==> src/rtl/audio2fifo.sv <==
// audio2fifo: captures the left-channel I2S ADC word from a codec that
// drives bclk/adclrc, and pushes one word per LR frame into the write port
// of a dual-clock FIFO clocked by bclk.
//
// state      | meaning
// -----------+------------------------------------------------------------
// ST_IDLE    | disarmed; waits for start2fill=1 with an empty FIFO
// ST_WAIT    | armed; waits for adclrc falling (left-channel frame start)
// ST_SHIFT   | shifting DATA_W left-channel bits, MSB first
// ST_WRITE   | one cycle while wrreq (if any) is presented to the FIFO
// ST_DONE    | FIFO reported full; parked until start2fill drops
module audio2fifo #(
  parameter int DATA_W = 16
) (
  input  logic              bclk,
  input  logic              reset,
  input  logic              start2fill,
  input  logic              adcdata,
  input  logic              adclrc,
  input  logic              wrempty,
  input  logic              wrfull,
  output logic [DATA_W-1:0] audiodata,
  output logic              wrclk,
  output logic              wrreq
);

  localparam int CNT_W = (DATA_W > 2) ? $clog2(DATA_W) : 1;

  typedef enum logic [2:0] {
    ST_IDLE,
    ST_WAIT,
    ST_SHIFT,
    ST_WRITE,
    ST_DONE
  } state_t;

  state_t            state_q;
  logic [DATA_W-1:0] shift_q;
  logic [DATA_W-1:0] shift_d;
  logic [CNT_W-1:0]  cnt_q;
  logic              lrc_q;
  logic              frame_start;

  // The FIFO write port runs directly on the codec bit clock.
  assign wrclk = bclk;

  // adclrc low now but high on the previous edge: this edge is the I2S delay slot.
  assign frame_start = ~adclrc & lrc_q;

  // Next shift value; also the complete word on the last bit of a frame.
  assign shift_d = {shift_q[DATA_W-2:0], adcdata};

  // Frame sequencing, deserialiser and registered FIFO write interface.
  always_ff @(posedge bclk or negedge reset) begin
    if (!reset) begin
      state_q   <= ST_IDLE;
      shift_q   <= '0;
      cnt_q     <= '0;
      lrc_q     <= 1'b1;
      audiodata <= '0;
      wrreq     <= 1'b0;
    end else begin
      lrc_q <= adclrc;
      wrreq <= 1'b0;
      case (state_q)
        ST_IDLE: begin
          if (start2fill && wrempty) state_q <= ST_WAIT;
        end
        ST_WAIT: begin
          if (!start2fill) begin
            state_q <= ST_IDLE;
          end else if (frame_start) begin
            cnt_q   <= '0;
            state_q <= ST_SHIFT;
          end
        end
        ST_SHIFT: begin
          shift_q <= shift_d;
          cnt_q   <= cnt_q + 1'b1;
          if (cnt_q == CNT_W'(DATA_W - 1)) begin
            state_q <= ST_WRITE;
            // Word and request are registered together so the FIFO sees
            // stable data on the edge that ends the WRITE cycle.
            if (start2fill && !wrfull) begin
              audiodata <= shift_d;
              wrreq     <= 1'b1;
            end
          end
        end
        ST_WRITE: begin
          if (wrfull)           state_q <= ST_DONE;
          else if (!start2fill) state_q <= ST_IDLE;
          else                  state_q <= ST_WAIT;
        end
        ST_DONE: begin
          if (!start2fill) state_q <= ST_IDLE;
        end
        default: state_q <= ST_IDLE;
      endcase
    end
  end

endmodule

==> config.mk <==
export PLATFORM = sky130hd
export DESIGN_NAME = audio2fifo
export DESIGN_NICKNAME = d
export VERILOG_FILES = /design/src/rtl/audio2fifo.sv
export SDC_FILE = /design/constraint.sdc
export NUM_CORES = 1
export LEC_CHECK = 0
export BUFFER_PORTS_ARGS = -buffer_cell sky130_fd_sc_hd__buf_2
export CORE_UTILIZATION = 38
export DETAILED_ROUTE_END_ITERATION = 6
export PLACE_DENSITY = 0.54
export SLEW_MARGIN = 25
export SYNTH_ARGS = -nofsm -noshare
export SYNTH_HDL_FRONTEND = slang
export SYNTH_SLANG_ARGS = --single-unit
==> constraint.sdc <==
create_clock -name bclk -period 4.3 [get_ports bclk]
set_input_delay 1.075 -clock bclk [delete_from_list [all_inputs] [get_ports bclk]]
set_output_delay 1.075 -clock bclk [all_outputs]
set_load 0.02 [all_outputs]
; ---- Word-level counts from Yosys, hierarchy flattened
; Index checks and enable logic that the tools add are counted.
[word_totals]
regBits = 40
latch_bits = 0
ramBits = 0
mem_bits_ro = 0
output_inout_bits = 18
mem_count = 0
[classes]
addsub = 1
multipliers = 0
div = 0
magnitude_cmp = 0
eq_ne = 11
shifts = 0
n_mux = 14
bitwise = 2
n_reduce_logical = 8
[op_table]
columns = cell, count
row1 = 3-bit 2-to-1 mux, 6
row2 = 3-bit case mux with 5 select lines, 1
row3 = 2-bit inequality test (second input constant), 5
row4 = 4-bit 2-to-1 mux, 2
row5 = 4-bit case mux with 2 select lines, 1
row6 = 3-bit by 2-bit == test with 1-bit output (second input constant), 2
row7 = 3-bit AND reduction, 2
row8 = 4-bit by 1-bit adder with 4-bit output (second input constant), 1
row9 = 4-bit == test (second input constant), 1
row10 = 1-bit 2-to-1 mux, 4
row11 = 4-bit AND reduction, 1
row12 = 3-bit by 1-bit == test with 1-bit output (second input constant), 1
row13 = 3-bit == test (second input constant), 1
row14 = 3-bit zero test, 1
row15 = 3-bit inequality test (second input constant), 1
row16 = 1-bit logical AND, 2
row17 = 2-bit nonzero test, 1
row18 = 1-bit AND, 1
row19 = 1-bit zero test, 1
row20 = 1-bit NOT, 1

; ---- Depth between registers and ports, before layout
[logic_depth]
word_depth = 5
depth_mapped = 6
mapped_depth_nobuf = 4

==> reports/metrics.yaml <==
synth_most_common_cell: "dfrtp_1"
timing.rr.start: "cnt_q[0]"
layout.cells.non_filler: 184
ir_worst_vdd_uv: 323
initial_utilization_pct: 39.5
p_clk_share_pct: 38.4
drv_cap: 0
arrival_ns: 2.52
grt_util_all_layers_pct: 14.7
setup_violations: 0
ys_async_sr_fraction_pct: 100
cts_setup_buffers: 0
ant_nets: 0
clk_pin_slew_ns: 0.07
place_area_sq_um: 1730
synth_edf_count: 0
fin_skew_ns: 0.0117
internal-power_mw: 0.746
rrSetupSlack_ns: 2.25
hold_end: "audiodata[8]"
crit_path_max_fanout: 2
detailedRoute.firstPassIterationCount: 4
netSwitchingFraction_pct: 25.9
netlist_area_sq_um: 1580
antenna_found_initial: 0
p_seq_share_pct: 47.3
highest_layer: "met4"
grt_max_degree: 41
drcViolationCount: 0
drive_gt1_share_pct: 44.0
cts_tree: "yes"
synth_top_cell_by_area: "dfrtp_1"
nFillCells: 357
ys_types: 25
num_rows: 23
vias: 909
path_cells: "clkbuf_8 -> clkbuf_8 -> buf_2"
synthTopCellsByCount: "dfrtp_1, mux2_2, mux2_1"
fin_setup_tns_ns: 0
port_buffers: 24
wirelength_met1_um: 1120
crit_top_cell: "clkbuf_8"
syn-num-nets: 111
maxSlewHeadroom_pct: 43.7
cp.buffers_inverters: 3
status: "complete, no violations"
worst_pin_slew_ns: 0.844
seq_area_frac_synth_pct: 63.4
die_x_um: 66.5
crit_type: "clock port to output pin"
grt_pass1_wl_um: 4360
rr_worst_depth: 4
holdWs_ns: 0.483
crit_slowest_cell: "buf_2"
routedWlPerCell_um: 13.6
grt-ovfl-total: 0
yosys-top-cells-area: "dfrtp_1, mux2_2, mux2_1, dfstp_2, nor2b_1"
synth-seq-cells: 40
synth_flop_cell: "dfrtp_1"
crit_path_end_kind: "output pin"
drt_iter0_drc: 14
p_per_area_nw_per_um2: 534
start_kind: "clock port"
cts_resized: 0
slew_violations: 0
leakage_nw: 0.992
nets: 141
power_frac_comb_pct: 14.3
seqCellArea_sq_um: 1000
hold_start: "audiodata[8]"
n_antenna_cell: 0
whs_path_depth: 1
synth_top_area_share_pct: 61.8
grt_pass1_vias: 962
synth.avg_cell_area_sq_um: 15.3
coreArea_sq_um: 4000
final.setup.worst_slack_ns: 0.703
areaGrowthSynthToFinish_pct: 19.2
path_delay_family: "buffers and inverters"
via_per_inst: 4.94
globalplace.congestion: 0.762
wl_um: 2500
multi_input_area_sq_um: 534
crit_required_ns: 3.22
clock_latency_ns: 0.40
dp_hpwl_um: 1610
placed_cells: 173
design_area_sq_um: 1880
wl_met3_um: 117
die_area_sq_um: 4420
switchingPower_mw: 0.260
cpPeakStageDelay_ns: 0.15
syn_inst: 103
worst_hold_path_type: "flop to flop"
yosysWarningCount: 0
finalHoldViolCount: 0
die_y_um: 66.5
pin_count: 25
dp_slack_ns: 0.940
wl_met2_um: 1200
cts.hold.buffers_added: 0
r2r-end: "audiodata[14]"
rsz0062_at_grt: "false"
state kept, by name, summed over array words and instances, names as in the netlist:
| signal | count |
|---|---|
| shift_q | 15 |
| wrreq | 1 |
| cnt_q | 4 |
| state_q | 3 |
| lrc_q | 1 |
| audiodata | 16 |
per-layer routing:
| layer | GRT usage, % | vias to the layer above |
|---|---|---|
| met5 | 0 | - |
| met4 | 14.4 | 0 |
| met3 | 6.34 | 7 |
| met2 | 20.7 | 22 |
| met1 | 16.2 | 458 |
| li1 | - | 422 |
stage by stage:
step,power (mW),utilization [%]
floorplan,0.613,-
global placement,0.642,43.4
detailed placement,0.650,43.4
CTS,1.03,47.1
global route,1.07,47.1
finish,1.01,47.1
power by group through the flow:
stage	clock network, mW	registers [mW]	logic [mW]
2_1_floorplan	0.0272	0.468	0.118
3_3_place_gp	0.0217	0.479	0.141
3_5_place_dp	0.0217	0.482	0.146
4_1_cts	0.404	0.475	0.148
5_1_grt	0.421	0.483	0.163
6_report	0.386	0.476	0.144
cell type report:
class / count / area share, %
flip-flops and latches: 40 / 53.2
multi-input cells: 56 / 28.4
well taps: 50 / 3.32
repair buffers: 24 / 6.51
clock inverters: 2 / 1.86
inverters: 2 / 0.399
clock buffers: 10 / 6.31
cell usage in the layout (no fill, tap or decap):
| cell | count |
|---|---|
| clkbuf_1 | 1 |
| clkbuf_8 | 8 |
| ha_1 | 1 |
| nand2b_1 | 1 |
| o21ai_0 | 1 |
| nand2_1 | 1 |
| a22o_1 | 2 |
| clkinv_2 | 1 |
| inv_1 | 2 |
| mux2_2 | 22 |
| dfrtp_1 | 39 |
| a21oi_1 | 3 |
| o2bb2ai_1 | 1 |
| and4bb_1 | 1 |
| a32o_1 | 2 |
| nor2b_1 | 4 |
| xnor2_1 | 1 |
| dfstp_2 | 1 |
| mux2i_1 | 1 |
| bufinv_16 | 1 |
| nand3_1 | 2 |
| nor3b_2 | 1 |
| a31oi_1 | 1 |
| mux2_1 | 9 |
| nor2_1 | 1 |
| buf_2 | 24 |
| nand3b_1 | 1 |
| buf_4 | 1 |
kinds of logic (layout without fill, tap and decap cells):
group,after synthesis,in the layout,synth area share [%]
muxes,32,32,22.7
xor gates and xnor gates,1,1,0.554
AOI/OAI and AO/OA,10,10,4.59
DFF,40,40,63.4
and+or+nand+nor,12,12,5.15
adders and majority gates,1,1,0.792
buffers and inverters,7,38,2.77
how the worst max path moves through the flow:
stage | cells after the start | start | endpoint
after floorplan | 1 | bclk | wrclk
final | 3 | bclk | wrclk
after detailed placement | 1 | bclk | wrclk
after global placement | 1 | bclk | wrclk
after CTS | 3 | bclk | wrclk
after global routing | 3 | bclk | wrclk
Note: power is estimated with default switching activity, not from simulation.
